## config.mk

```make
export PLATFORM = sky130hd
export DESIGN_NAME = twos_to_sm
export DESIGN_NICKNAME = d
export VERILOG_FILES = /design/src/rtl/twos_to_sm.sv
export SDC_FILE = /design/constraint.sdc
export NUM_CORES = 1
export LEC_CHECK = 0
export BUFFER_PORTS_ARGS = -buffer_cell sky130_fd_sc_hd__buf_2
export CAP_MARGIN = 20
export CELL_PAD_IN_SITES_DETAIL_PLACEMENT = 0
export CELL_PAD_IN_SITES_GLOBAL_PLACEMENT = 1
export CORE_MARGIN = 4
export CORE_UTILIZATION = 44
export DETAILED_ROUTE_END_ITERATION = 6
export GPL_TIMING_DRIVEN = 0
export PLACE_DENSITY = 0.92
export REMOVE_ABC_BUFFERS = 1
export SYNTH_ARGS = -nofsm -noshare
export SYNTH_HDL_FRONTEND = slang
export SYNTH_SLANG_ARGS = --single-unit
```

## constraint.sdc

```tcl
create_clock -name clk -period 4.3 [get_ports clk]
set_input_delay 0.215 -clock clk [delete_from_list [all_inputs] [get_ports clk]]
set_output_delay 0.215 -clock clk [all_outputs]
set_load 0.01 [all_outputs]
```

## src/rtl/twos_to_sm.sv

```systemverilog
// Bit-serial two's-complement to sign-magnitude converter, LSB first.
// The result uses the "copy up to the first 1, then invert" rule for negation.
module twos_to_sm #(
  parameter int WIDTH = 5
) (
  input  logic             clk,
  input  logic             rst,
  input  logic [WIDTH-1:0] in_data,
  input  logic             in_valid,
  output logic             in_ready,
  output logic             out_sign,
  output logic [WIDTH-1:0] out_mag,
  output logic             out_min_neg,
  output logic             out_valid,
  input  logic             out_ready
);

  localparam int IW = (WIDTH > 2) ? $clog2(WIDTH) : 1;
  localparam logic [IW-1:0] LAST_IDX = IW'(WIDTH - 1);
  localparam logic [WIDTH-1:0] MIN_NEG = {1'b1, {(WIDTH-1){1'b0}}};

  localparam logic [1:0] IDLE  = 2'd0;
  localparam logic [1:0] SHIFT = 2'd1;
  localparam logic [1:0] DONE  = 2'd2;

  logic [1:0]       state;
  logic [WIDTH-1:0] data;
  logic [IW-1:0]    idx;
  logic             seen_one;
  logic             cur_bit;
  logic             mag_bit;

  assign in_ready  = (state == IDLE);
  assign out_valid = (state == DONE);

  // Negative operands pass bits through until the first 1, then invert the rest.
  always_comb begin
    cur_bit = data[idx];
    mag_bit = (out_sign && seen_one) ? ~cur_bit : cur_bit;
  end

  always_ff @(posedge clk or posedge rst) begin
    if (rst) begin
      state       <= IDLE;
      data        <= '0;
      idx         <= '0;
      seen_one    <= 1'b0;
      out_sign    <= 1'b0;
      out_mag     <= '0;
      out_min_neg <= 1'b0;
    end else begin
      case (state)
        IDLE: begin
          if (in_valid) begin
            data        <= in_data;
            out_sign    <= in_data[WIDTH-1];
            out_min_neg <= (in_data == MIN_NEG);
            idx         <= '0;
            seen_one    <= 1'b0;
            state       <= SHIFT;
          end
        end
        SHIFT: begin
          out_mag[idx] <= mag_bit;
          if (out_sign && cur_bit)
            seen_one <= 1'b1;
          if (idx == LAST_IDX)
            state <= DONE;
          else
            idx <= idx + 1'b1;
        end
        DONE: begin
          if (out_ready)
            state <= IDLE;
        end
        default: state <= IDLE;
      endcase
    end
  end

endmodule

```

; ---- Word level (Yosys, flattened, before mapping)
; Index checks and enable logic that the tools add are counted.
[op_classes]
bitwise_logic = 1
addsub = 1
magnitude_cmp = 2
div_mod_pow = 0
n_eq_ne = 9
reduce_logical = 9
mux = 16
n_mul = 0
shift = 0
[ops]
columns = operator, count
row1 = $reduce_and 3->1, 3
row2 = $ne 2x2->1 const B, 4
row3 = $mux 2, 3
row4 = $mux 3, 2
row5 = $pmux 2 s3, 1
row6 = $pmux 3 s2, 1
row7 = $bwmux 5, 1
row8 = $eq 5x5->1 const B, 1
row9 = $mux 1, 5
row10 = $lt 3x4->1 const B, 1
row11 = $add 3x1->3 const B, 1
row12 = $bmux 1 s3, 1
row13 = $demux 1 s3, 1
row14 = $eq 3x3->1 const B, 1
row15 = $ge 3x1->1 const B, 1
row16 = $logic_and 1x1->1, 3
row17 = $eq 2x1->1 const B, 1
row18 = $eq 2x2->1 const B, 1
row19 = $logic_not 2->1, 1
row20 = $ne 2x1->1 const B, 1
row21 = $pmux 1 s2, 1
row22 = $reduce_and 2->1, 1
row23 = $reduce_bool 2->1, 1
row24 = $not 1->1, 1
[totals]
mem_bits_ro = 0
n_memories = 0
register_bits = 18
in_bits = 9
latchBits = 0
wordCells = 45
output_inout_bits = 9
mem_bits_rw = 0

; ---- Logic depth before layout (Yosys ltp)
[logic_depth]
depth_word = 5
depth_mapped = 5
depth_no_buf = 5

; ---- Least setup slack after synthesis
; No wires, ideal clock.
[synth_path]
kind = flip-flop to flip-flop
start = register idx[0]
end = register out_mag[1]
setup_time_ns = 0.125
stages_incl_launch_ff = 5
path_buffers = 0
setup_slack_ns = 2.710
t_arrival_ns = 1.465
period_less_slack_ns = 1.590
required_ns = 4.175
path_cell_list = dfrtp_1 > mux2_4 > a221oi_4 > xor2_2 > mux2_2
[synth_via]
elab_chain_cells = 5
elab_cells_between_ends = 10
cone_classes = 2 x order compare / 6 x mux / 1 x bitwise / 1 x reduce/logical
[synth_lines]
columns = element, line_no
row1 = from (decl), 28  ; logic [IW-1:0] idx;
row2 = from (signal assigned), 70  ; idx <= idx + 1'b1;
row3 = "$lt 3x4->1 (implied by the code), or another cell as far along", 64  ; out_mag[idx] <= mag_bit;
row4 = $logic_and 1x1->1 (implied by the code) / $mux 1 (equally long branches), "64, 38"
row5 = $mux 1 (implied by the code) / $not 1->1 (equally long branches), "64, 39"
row6 = $demux 1 s3 / $mux 1 (equally long branches), "64, 39"
row7 = $bwmux 5 (*), 64
row8 = "to (signal, indexed assignment)", 64
row9 = to (decl), 12  ; output logic [WIDTH-1:0] out_mag,
; Mark *: on every way between the ends. The rest lies on a longest branch, timed or not. The select of a mux whose other input is x is not followed.
; A chain may end at the register's enable or synchronous reset.

; ---- Worst setup path after layout
[layout_path]
start = register idx[0]
end = register out_mag[2]
; The elaborated chain is that of the path after synthesis.

==> results.ini <==
[logic_synthesis]
yosysTopAreaCell=dfrtp_1
synth_top_cell_area_share=0.492
synth_area_leaders=dfrtp_1 (49%), mux2_2 (13%), mux2_4 (3.5%), a221oi_4 (3.0%), ha_1 (2.9%)
synth_xor_area_frac=0.0188
ys_seq_area_frac=0.492
netlist_instances=75
synth_cell_types=26
yosysWarnings=0
synthArstFlopShare=1.00
synth_top_family_by_area=simple AND/OR/NAND/NOR gates
synth_edf_count=0
synth_common_cells=dfrtp_1 (17), mux2_2 (10), inv_1 (5), nand3_1 (5), nor2_1 (5)
synth_most_common_cell=dfrtp_1
synth_compound_area_frac=0.0825
synthMuxAreaShare=0.165
ys_dominant_reg_cell=dfrtp_1
synth_seq_cells=17
postSynthAreaPerCell_um2=11.5
syn_area_um2=865
synthAdderAreaFrac=0.0289
yosys.area_share.simple=0.175

[sta]
finalCritPeriodShare=0.399
finalSetupViolations=0
worstMarginPinSlew_ps=629
fmax_mhz=584
slew_viol_final=0
rsz0062_at_grt=false
hold_viol=17
fin_skew_ps=3.35
setup_tns_ps=0
period_needed_ps=1710
slew_headroom=0.580
layout_setup_ws_ps=2590
hold_ws_ps=-8.69

[critical_path]
path_delay_family=multiplexers
max_stage_delay_ps=510
cpMaxStageDelayCell=dfrtp_1
end_kind=register
critPathLaunchType=register
criticalPathCategory=register to register
path_cells=mux2_4 > a221oi_4 > xor2_2 > mux2_2
cp.required_ps=4480
crit_buf_inv=0
critPathMaxFanout=8
critPathArrivalTime_ps=1890
reg2reg_depth=4
cp_num_cells=4

[clock_network]
clk_latency_ps=280
cts_root_buffer=clkbuf_4
path_clk_slew_ps=90
cts_resized=0
cts_made_buffers=3
cts_buffer_depth=2
cts_tree=yes
cts-hold-fix-buffers=0
clock_sinks=17
postCtsSetupRepairBufs=0
htreeDepth=1

[pwr]
clock_power_share=0.113
power_frac_seq=0.416
p_sw_mw=0.286
p_sw_frac=0.387
combPwrFrac=0.471
p_int_mw=0.452
power_leakage_nw=0.461
peakVddDrop_mv=0.354
powerDensity_nw_per_um2=742

[global_routing]
grt_max_degree=18
grt_pass1_wl_mm=2.57
overflow=0
antenna_found_initial=0
grt_use_total=0.128
grt_pass1_vias=584

[routing]
firstDrtPassIters=4
vias=612
wl_per_cell_um=12.7
vias_per_cell=5.19
drtIter0Drc=3
drc=0
ant_nets=0
wirelength_mm=1.50

[placement]
gp_congestion=0.773
place_hpwl_mm=1.16
dpl_worst_slack_ps=2590
portBuffers=17

[run_status]
status=complete, but fails checks
violations=hold timing

[final_layout]
syn_to_final_growth_pct=14.9
drive_above_1_share=0.366
fin_util=0.551
nets=105
diodes=0

[floorplan]
coreArea_um2=1800
rows=15
dieArea_um2=2740
initial_utilization=0.480
io_pins=18
die_w_um=52.3
dieHeight_um=52.3

[hold_path]
hold_class=input port to asynchronous set/reset pin

[run]
drv_cap=0

==> final timing paths <==
path                            start          to  slack, ps
setup / recovery               idx[0]  out_mag[2]       2590
hold / removal                    rst     data[2]         -9
min in group clk           in_data[2]     data[2]        170
max in group asynchronous         rst  out_mag[4]       3900
hold reg to reg            out_mag[4]  out_mag[4]        510
setup reg to reg               idx[0]  out_mag[2]       2590
==> routing by layer <==
metal / wire [µm] / part of all wire / GRT usage
met5: 0 / 0 / 0
met4: 0 / 0 / 0.0511
met3: 105 / 0.070 / 0.0370
met2: 715 / 0.48 / 0.196
met1: 680 / 0.45 / 0.168
==> per-stage QoR <==
stage               total power, mW  area, µm²  std cells
floorplan                     0.568        851         72
global placement              0.649        967        114
detailed placement            0.663        967        114
CTS                           0.747        993        118
global route                  0.808        993        118
finish                        0.737        993        118
==> flip-flops by register name, indices dropped and copies added (netlist names) <==
name         count
out_sign         1
state            2
idx              3
out_min_neg      1
data             4
out_mag          5
seen_one         1
==> cell families (layout without fill, tap and decap cells) <==
group / Yosys count / after routing
mux: 12 / 12
xor+xnor: 1 / 1
fa+ha+maj: 2 / 2
compound gates: 9 / 9
flops: 17 / 17
buf+inv: 8 / 26
simple gates: 26 / 26
==> area by class of cell <==
class                      instances  area [µm²]
clock buffer                       4        26.3
tap                               25        31.3
fill                             185         808
sequential                        17         425
inverter                           5        18.8
multi-input combinational         50         407
timing repair buffer              17        85.1
==> placed cells by master, fill, tap and decap left out, types with 3 or more instances in the layout <==
master,instances
nand3_1,5
dfrtp_1,17
o21ai_0,4
nand2_1,3
clkbuf_4,3
inv_1,5
buf_2,17
nor2_1,5
mux2_2,10
==> worst reg2reg max path, cell delays in order, from the launching register on <==
cell	delay, ps
dfrtp_1	510
mux2_4	350
a221oi_4	330
xor2_2	140
mux2_2	280
==> power by group through the flow <==
stage / combinational [mW] / sequential, mW / clock (mW)
floorplan: 0.261 / 0.307 / 0
global placement: 0.344 / 0.305 / 0
detailed placement: 0.352 / 0.311 / 0
CTS: 0.354 / 0.307 / 0.0861
global route: 0.391 / 0.321 / 0.0965
finish: 0.347 / 0.307 / 0.0832
No activity file was read; power rests on OpenSTA's default activity.
